**src/rtl/de10_io_pkg.sv**
```systemverilog
// Shared constants and types for the DE10-Lite switch input path.
// Latency: n/a (declarations only).
// Backpressure: n/a.
package de10_io_pkg;

    localparam int unsigned SW_WIDTH      = 10;
    localparam int unsigned CLK_HZ        = 50000000;
    // 10 ms worth of board clock cycles
    localparam int unsigned DEBOUNCE_10MS = CLK_HZ / 100;

    // Per-bit debounce state: either settled on sw_db, or counting a candidate level
    typedef enum logic {
        STABLE  = 1'b0,
        PENDING = 1'b1
    } bit_state_e;

endpackage

```
**src/rtl/debounce_bit.sv**
```systemverilog
// One switch bit: 2-flop synchroniser, stable-time FSM/counter, registered rise/fall pulses.
// Latency: sw_db follows a held raw level on the (DEBOUNCE_CYCLES+2)th edge after it is first sampled.
// Backpressure: none; free-running, pulses are one cycle wide and never held.
module debounce_bit
    import de10_io_pkg::*;
#(
    parameter int unsigned DEBOUNCE_CYCLES = DEBOUNCE_10MS,
    parameter int unsigned CNT_W           = $clog2(DEBOUNCE_CYCLES + 1)
) (
    input  logic clk,
    input  logic rst_n,
    input  logic sw_raw,
    output logic sw_db,
    output logic sw_rise,
    output logic sw_fall,
    output logic edge_nxt
);

    // Count value on which the candidate level has been seen long enough
    localparam logic [CNT_W-1:0] CNT_LAST = CNT_W'(DEBOUNCE_CYCLES - 1);

    logic             sync1_q, sync1_d;
    logic             sync2_q, sync2_d;
    bit_state_e       state_q, state_d;
    logic [CNT_W-1:0] cnt_q,   cnt_d;
    logic             db_q,    db_d;
    logic             rise_q,  rise_d;
    logic             fall_q,  fall_d;

    // Synchroniser inputs: raw pin is only ever read by the first stage
    always_comb begin
        sync1_d = sw_raw;
        sync2_d = sync1_q;
    end

    // Next-state logic: a differing level must persist unbroken or the count restarts
    always_comb begin
        state_d = state_q;
        cnt_d   = cnt_q;
        db_d    = db_q;
        rise_d  = 1'b0;
        fall_d  = 1'b0;
        unique case (state_q)
            STABLE: begin
                if (sync2_q != db_q) begin
                    state_d = PENDING;
                    cnt_d   = CNT_W'(1);
                end else begin
                    cnt_d   = '0;
                end
            end
            PENDING: begin
                if (sync2_q == db_q) begin
                    // bounced back to the old level: drop the partial count
                    state_d = STABLE;
                    cnt_d   = '0;
                end else if (cnt_q == CNT_LAST) begin
                    db_d    = sync2_q;
                    rise_d  = sync2_q;
                    fall_d  = ~sync2_q;
                    state_d = STABLE;
                    cnt_d   = '0;
                end else begin
                    cnt_d   = cnt_q + CNT_W'(1);
                end
            end
            default: begin
                state_d = STABLE;
                cnt_d   = '0;
            end
        endcase
    end

    // State register: synchroniser, FSM, counter, debounced level and pulses
    always_ff @(posedge clk or negedge rst_n) begin
        if (!rst_n) begin
            sync1_q <= 1'b0;
            sync2_q <= 1'b0;
            state_q <= STABLE;
            cnt_q   <= '0;
            db_q    <= 1'b0;
            rise_q  <= 1'b0;
            fall_q  <= 1'b0;
        end else begin
            sync1_q <= sync1_d;
            sync2_q <= sync2_d;
            state_q <= state_d;
            cnt_q   <= cnt_d;
            db_q    <= db_d;
            rise_q  <= rise_d;
            fall_q  <= fall_d;
        end
    end

    assign sw_db    = db_q;
    assign sw_rise  = rise_q;
    assign sw_fall  = fall_q;
    // Pre-register edge indication so the parent can register a strobe aligned with the pulses
    assign edge_nxt = rise_d | fall_d;

endmodule

```
**src/rtl/switch_debouncer.sv**
```systemverilog
// Debounces WIDTH slide switches; emits clean levels, per-bit rise/fall pulses and an any-change strobe.
// Latency: DEBOUNCE_CYCLES+2 edges from first sample of a held level; pulses and strobe coincide with sw_db.
// Backpressure: none; outputs are single-cycle pulses consumers must catch when they occur.
module switch_debouncer
    import de10_io_pkg::*;
#(
    parameter int unsigned WIDTH           = SW_WIDTH,
    parameter int unsigned DEBOUNCE_CYCLES = DEBOUNCE_10MS,
    parameter int unsigned CNT_W           = $clog2(DEBOUNCE_CYCLES + 1)
) (
    input  logic             clk,
    input  logic             rst_n,
    input  logic [WIDTH-1:0] sw_raw,
    output logic [WIDTH-1:0] sw_db,
    output logic [WIDTH-1:0] sw_rise,
    output logic [WIDTH-1:0] sw_fall,
    output logic             sw_change
);

    logic [WIDTH-1:0] edge_nxt;
    logic             change_q, change_d;

    generate
        for (genvar i = 0; i < WIDTH; i++) begin : g_bit
            debounce_bit #(
                .DEBOUNCE_CYCLES (DEBOUNCE_CYCLES),
                .CNT_W           (CNT_W)
            ) u_bit (
                .clk      (clk),
                .rst_n    (rst_n),
                .sw_raw   (sw_raw[i]),
                .sw_db    (sw_db[i]),
                .sw_rise  (sw_rise[i]),
                .sw_fall  (sw_fall[i]),
                .edge_nxt (edge_nxt[i])
            );
        end
    endgenerate

    // One strobe for any number of simultaneous bit edges
    always_comb begin
        change_d = |edge_nxt;
    end

    // Strobe register, same edge as the per-bit pulse registers
    always_ff @(posedge clk or negedge rst_n) begin
        if (!rst_n) begin
            change_q <= 1'b0;
        end else begin
            change_q <= change_d;
        end
    end

    assign sw_change = change_q;

endmodule

```
**config.mk**
```make
export PLATFORM = sky130hd
export DESIGN_NAME = switch_debouncer
export DESIGN_NICKNAME = d
export VERILOG_FILES = /design/src/rtl/de10_io_pkg.sv /design/src/rtl/debounce_bit.sv /design/src/rtl/switch_debouncer.sv
export SDC_FILE = /design/constraint.sdc
export NUM_CORES = 1
export LEC_CHECK = 0
export ABC_AREA = 1
export CORE_MARGIN = 4
export CORE_UTILIZATION = 30
export CTS_BUF_LIST = sky130_fd_sc_hd__clkbuf_4
export DETAILED_ROUTE_END_ITERATION = 6
export PLACE_DENSITY = 0.56
export SLEW_MARGIN = 40
export SYNTH_ARGS = -nofsm -noshare
export SYNTH_HDL_FRONTEND = slang
export SYNTH_SLANG_ARGS = --single-unit
export TNS_END_PERCENT = 20
```
**constraint.sdc**
```tcl
create_clock -name clk -period 2 [get_ports clk]
set_input_delay 0.6 -clock clk [delete_from_list [all_inputs] [get_ports clk]]
set_output_delay 0.6 -clock clk [all_outputs]
set_load 0.05 [all_outputs]
```
; ---- Word level (Yosys, flattened, before mapping)
; Cells that the tools add are included.
[totals]
register_bits = 251
latchBits = 0
ramBits = 0
rom_bits = 0
inputBits = 12
elab_cells = 302
memories = 0
[classes]
addsub = 10
multipliers = 0
n_div = 0
magnitude_cmp = 0
eq_ne = 30
n_shift = 0
mux = 140
n_bitwise = 40
reduce_logical = 11
[op_table]
columns = cell, count
row1 = $mux W19, 20
row2 = $pmux W19 S2, 10
row3 = $add A19 B1 Y19 const B, 10
row4 = $eq A19 B19 Y1 const B, 10
row5 = $mux W1, 100
row6 = $not A1 Y1, 30
row7 = $reduce_and A3 Y1, 10
row8 = $pmux W1 S2, 10
row9 = $eq A1 B1 Y1, 10
row10 = $ne A1 B1 Y1, 10
row11 = $or A1 B1 Y1, 10
row12 = $reduce_or A10 Y1, 1

; ---- Depth between registers and ports, before layout
[depth]
word_depth = 6
mapped_depth = 11
mapped_depth_nobuf = 11

; ---- Cells and area by module
; Synthesis repeated with hierarchy kept, for this count alone.
[hier_totals]
cells_unflattened = 2040
area_unflattened_um2 = 15240.9
[modules_own_cells]
columns = module, instances, cells_per_inst, area_per_inst_um2
row1 = debounce_bit, 10, 203, 1517.7
row2 = switch_debouncer, 1, 10, 63.8

; ---- Worst setup path after synthesis
; No wires, ideal clock.
[synth_timing]
path_type = reg2reg
start = reg g_bit[0].u_bit.cnt_q[0]
end = reg g_bit[0].u_bit.cnt_q[16]
setup_ps = 123
arrival_time_ps = 1300
required_time_ps = 1877
path_slack_ps = 578
path_stages_with_launch = 9
n_path_buf = 0
synth_period_minus_slack_ps = 1422
path_cell_list = dfrtp_1 ha_1 nand2_1 nor2_4 nand4_1 o21ai_2 inv_2 o21ai_0 nor2_1
[synth_between]
elab_chain_cells = 4
elab_cells_between_ends = 5
classes_between = add/sub (1) / eq/ne (1) / mux (3)
[synth_lines]
columns = element, line
row1 = from (decl), debounce_bit.sv:25  ; logic [CNT_W-1:0] cnt_q, cnt_d;
row2 = from (signal assigned), debounce_bit.sv:88  ; cnt_q <= cnt_d;
row3 = $add A19 B1 Y19 / $eq A19 B19 Y1 (equally long branches), "debounce_bit.sv:64, debounce_bit.sv:57"
row4 = $mux W19 (*), debounce_bit.sv:57  ; end else if (cnt_q == CNT_LAST) begin
row5 = $mux W19 (*), debounce_bit.sv:53  ; if (sync2_q == db_q) begin
row6 = $pmux W19 S2 (*), debounce_bit.sv:43  ; unique case (state_q)
row7 = via g_bit[0].u_bit.cnt_d[16], debounce_bit.sv:25
; The timed path passes the listed nets; every way through them passes the cells marked *.
; A chain may end at the register's enable or synchronous reset.

; ---- Worst setup path in the final report
[layout_timing]
start = reg g_bit[0].u_bit.db_q
end = out sw_db[0]
[layout_rtl]
columns = element, line
row1 = from (decl), debounce_bit.sv:26  ; logic db_q, db_d;
row2 = from (signal assigned), debounce_bit.sv:81  ; db_q <= 1'b0;
row3 = from (signal assigned), debounce_bit.sv:89  ; db_q <= db_d;
row4 = to (decl), switch_debouncer.sv:14  ; output logic [WIDTH-1:0] sw_db,
; No word-level cell between the ends.

==> impl_metrics.py <==
metrics = {
    "power_and_ir_drop": {
        "leakagePower_nw": 6.49,
        "worst_ir_drop_vdd_uv": 299,
        "power_density_mw_per_mm2": 714,
    },
    "min_path": {
        "min_path_type": "in2reg",
    },
    "grt": {
        "grt_pass1_wl_microns": 45100,
        "grt.total_usage": 0.118,
        "grt_remaining_overflow": 0,
        "antenna_found_initial": 2,
        "grt_max_degree": 50,
        "first_global_vias": 9896,
    },
    "timing": {
        "fmax_mhz": 528,
        "hold_viol": 0,
        "slew_headroom": 0.661,
        "tightest_slew_ns": 0.505,
        "finalMaxSlewViolations": 0,
        "rsz0062_at_grt": "true",
        "post-route-period-util": 0.948,
        "hold-worst-slack_ns": 0.336,
        "setup_violations": 0,
        "finClkSkew_ns": 0.0477,
        "min_period_ns": 1.90,
    },
    "critical_path": {
        "cp_data_arrival_time_ns": 1.30,
        "path_class": "reg2out",
        "cp.buffers_inverters": 1,
        "cp_top_family": "flip-flops",
        "start_kind": "flip-flop",
        "cp_max_fo": 3,
        "worstPathCellList": "buf_6",
        "max_stage_delay_ns": 0.42,
        "worst_setup_path_end_kind": "output port",
        "critPathSlowestCell": "dfrtp_1",
        "critPathRequiredTime_ns": 1.40,
    },
    "synth": {
        "ys_types": 35,
        "yosysTopAreaCellShare": 0.499,
        "netlist_area_sq_mm": 0.0126,
        "synth_top_flop_cell": "dfrtp_1",
        "ys_seq_elements": 251,
        "syn_avg_cell_area_sq_um": 8.12,
        "ys.warnings.count": 0,
        "yosysMostFrequentCell": "nor2_1",
        "synth_top_area_cell": "dfrtp_1",
        "synth_edf_count": 0,
        "synthArstFlopShare": 1.00,
        "synth_cells": 1550,
        "synth_area_leaders": "dfrtp_1, nor2_1, nand2_1",
        "yosysSeqAreaShare": 0.499,
        "synth_fp_nets": 1572,
        "synth_common_cells": "nor2_1, nand2_1, dfrtp_1, inv_1, nand3_1",
    },
    "clock_network": {
        "worst_skew_pair.late_latency_ns": 0.71,
        "cts_sinks": 251,
        "path_clk_slew_ns": 0.06,
        "cts_root_buffer": "clkbuf_4",
        "cts_max_path_buffers": 3,
        "cts_made_buffers": 71,
        "htree_levels": 3,
        "cts_tree": "done",
    },
    "detailed_routing": {
        "drtIter0Drc": 551,
        "dr.pass1.iters": 5,
        "drc": 0,
        "drt-wirelength-per-cell_microns": 11.5,
        "ant_nets": 0,
        "wl_microns": 25600,
        "via_count": 9769,
        "vias_per_cell": 4.39,
    },
    "run_status": {
        "status": "complete, no violations",
    },
    "run": {
        "drv_cap": 0,
    },
    "floorplanning": {
        "core_area_sq_mm": 0.0412,
        "io_pins": 43,
        "die_area_sq_mm": 0.0453,
        "dieWidth_microns": 213,
        "rows": 74,
        "chipHeight_microns": 213,
        "initial_core_util": 0.306,
    },
    "cells_and_area": {
        "instances_no_fill": 2225,
        "post-route-util": 0.349,
        "final_nets": 1672,
        "syn_to_final_growth_pct": 14.2,
        "drive_above_1_share": 0.139,
    },
    "placement": {
        "dp.cells": 2105,
        "io_buffers": 42,
        "dp_hpwl_microns": 18300,
        "gp_congestion": 0.845,
    },
}
## placed cells by master, fill, tap and decap left out, types with 11 or more instances in the layout
cell type | synthesis | layout
a21oi_1 | 48 | 48
buf_4 | 38 | 45
clkbuf_4 | 0 | 94
clkinv_1 | 0 | 11
dfrtp_1 | 251 | 251
inv_1 | 211 | 211
inv_2 | 8 | 11
nand2_1 | 292 | 292
nand2_2 | 13 | 13
nand3_1 | 79 | 79
nand4_1 | 26 | 26
nor2_1 | 299 | 299
nor2_2 | 17 | 17
nor2_4 | 14 | 14
nor3_1 | 60 | 60
nor3b_1 | 18 | 18
o21ai_0 | 39 | 39
xnor2_1 | 11 | 11
xor2_1 | 55 | 55
## through the flow
stage	power, mW	setup slack, ns	TNS, ns	area, sq um
detailed placement	5.88	0.166	0	13500
finish	10.3	0.105	0	14400
floorplan	5.62	0.578	0	12600
global route	10.9	-0.0192	-0.0299	14400
global placement	5.86	0.122	0	13500
CTS	10.5	-0.0163	-0.0377	14300
## final timing paths
check,start,end,slack [ns],depth (start not counted)
min in group asynchronous,rst_n,g_bit[0].u_bit.cnt_q[8],0.38,2
setup reg to reg,g_bit[7].u_bit.cnt_q[0],sw_change,0.25,7
setup / recovery,g_bit[0].u_bit.sw_db,sw_db[0],0.10,1
hold reg to reg,g_bit[7].u_bit.sync1_q,g_bit[7].u_bit.sync2_q,0.35,0
max in group asynchronous,rst_n,g_bit[5].u_bit.cnt_q[11],0.98,3
hold / removal,sw_raw[2],g_bit[2].u_bit.sync1_q,0.34,1
## area by class of cell
| type | count | area (sq um) |
|---|---|---|
| multi-input combinational | 1040 | 5180 |
| fill | 4253 | 26800 |
| tap | 532 | 666 |
| clock buffer | 94 | 706 |
| sequential | 251 | 6280 |
| antenna | 2 | 5.00 |
| inverter | 219 | 822 |
| clock inverter | 20 | 113 |
| timing repair buffer | 67 | 602 |
## state kept, by name, summed over array words and instances (netlist names)
| name | count |
|---|---|
| g_bit.u_bit.cnt_q | 190 |
| g_bit.u_bit.sw_fall | 10 |
| sw_change | 1 |
| g_bit.u_bit.state_q | 10 |
| g_bit.u_bit.sw_db | 10 |
| g_bit.u_bit.sw_rise | 10 |
| g_bit.u_bit.sync2_q | 10 |
| g_bit.u_bit.sync1_q | 10 |
## cell families (layout without fill, tap and decap cells)
family                     count (synthesis)  in the layout  share of synthesized area
DFF                                      251            251                      0.499
buffers and inverters                    259            400                     0.0898
adders and majority gates                 10             10                    0.00994
and+or+nand+nor                          849            849                      0.304
xor gates and xnor gates                  66             66                     0.0459
AOI/OAI and AO/OA                        115            115                     0.0517
other                                      0              2                          0
## metal layers
layer / GRT usage / routed length, microns / part of all wire / vias to the layer above
met3: 0.0329 / 1090 / 0.043 / 48
met2: 0.191 / 11900 / 0.47 / 132
met5: 0 / 0 / 0 / -
met1: 0.152 / 12100 / 0.47 / 4525
li1: - / - / - / 5064
met4: 0.0438 / 520 / 0.020 / 0
## where the power goes
| group | leakage [nW] | total, mW | internal [mW] | switching (mW) |
|---|---|---|---|---|
| clock network | 0.489 | 4.49 | 2.30 | 2.19 |
| registers | 3.42 | 5.24 | 5.18 | 0.0603 |
| logic | 2.59 | 0.524 | 0.168 | 0.356 |
| total | 6.49 | 10.3 | 7.65 | 2.60 |
## timing repair
| action | 4_1_cts | 5_1_grt |
|---|---|---|
| hold buffers | 1 | 0 |
| setup endpoints to repair | 6 | 4 |
| gates resized for setup | 6 | 1 |
| setup buffers | 1 | 2 |
| hold endpoints to repair | 34 | 0 |
| pin swaps | 0 | 0 |
| gates cloned | 0 | 0 |
Note: power is estimated with default switching activity, not from simulation.
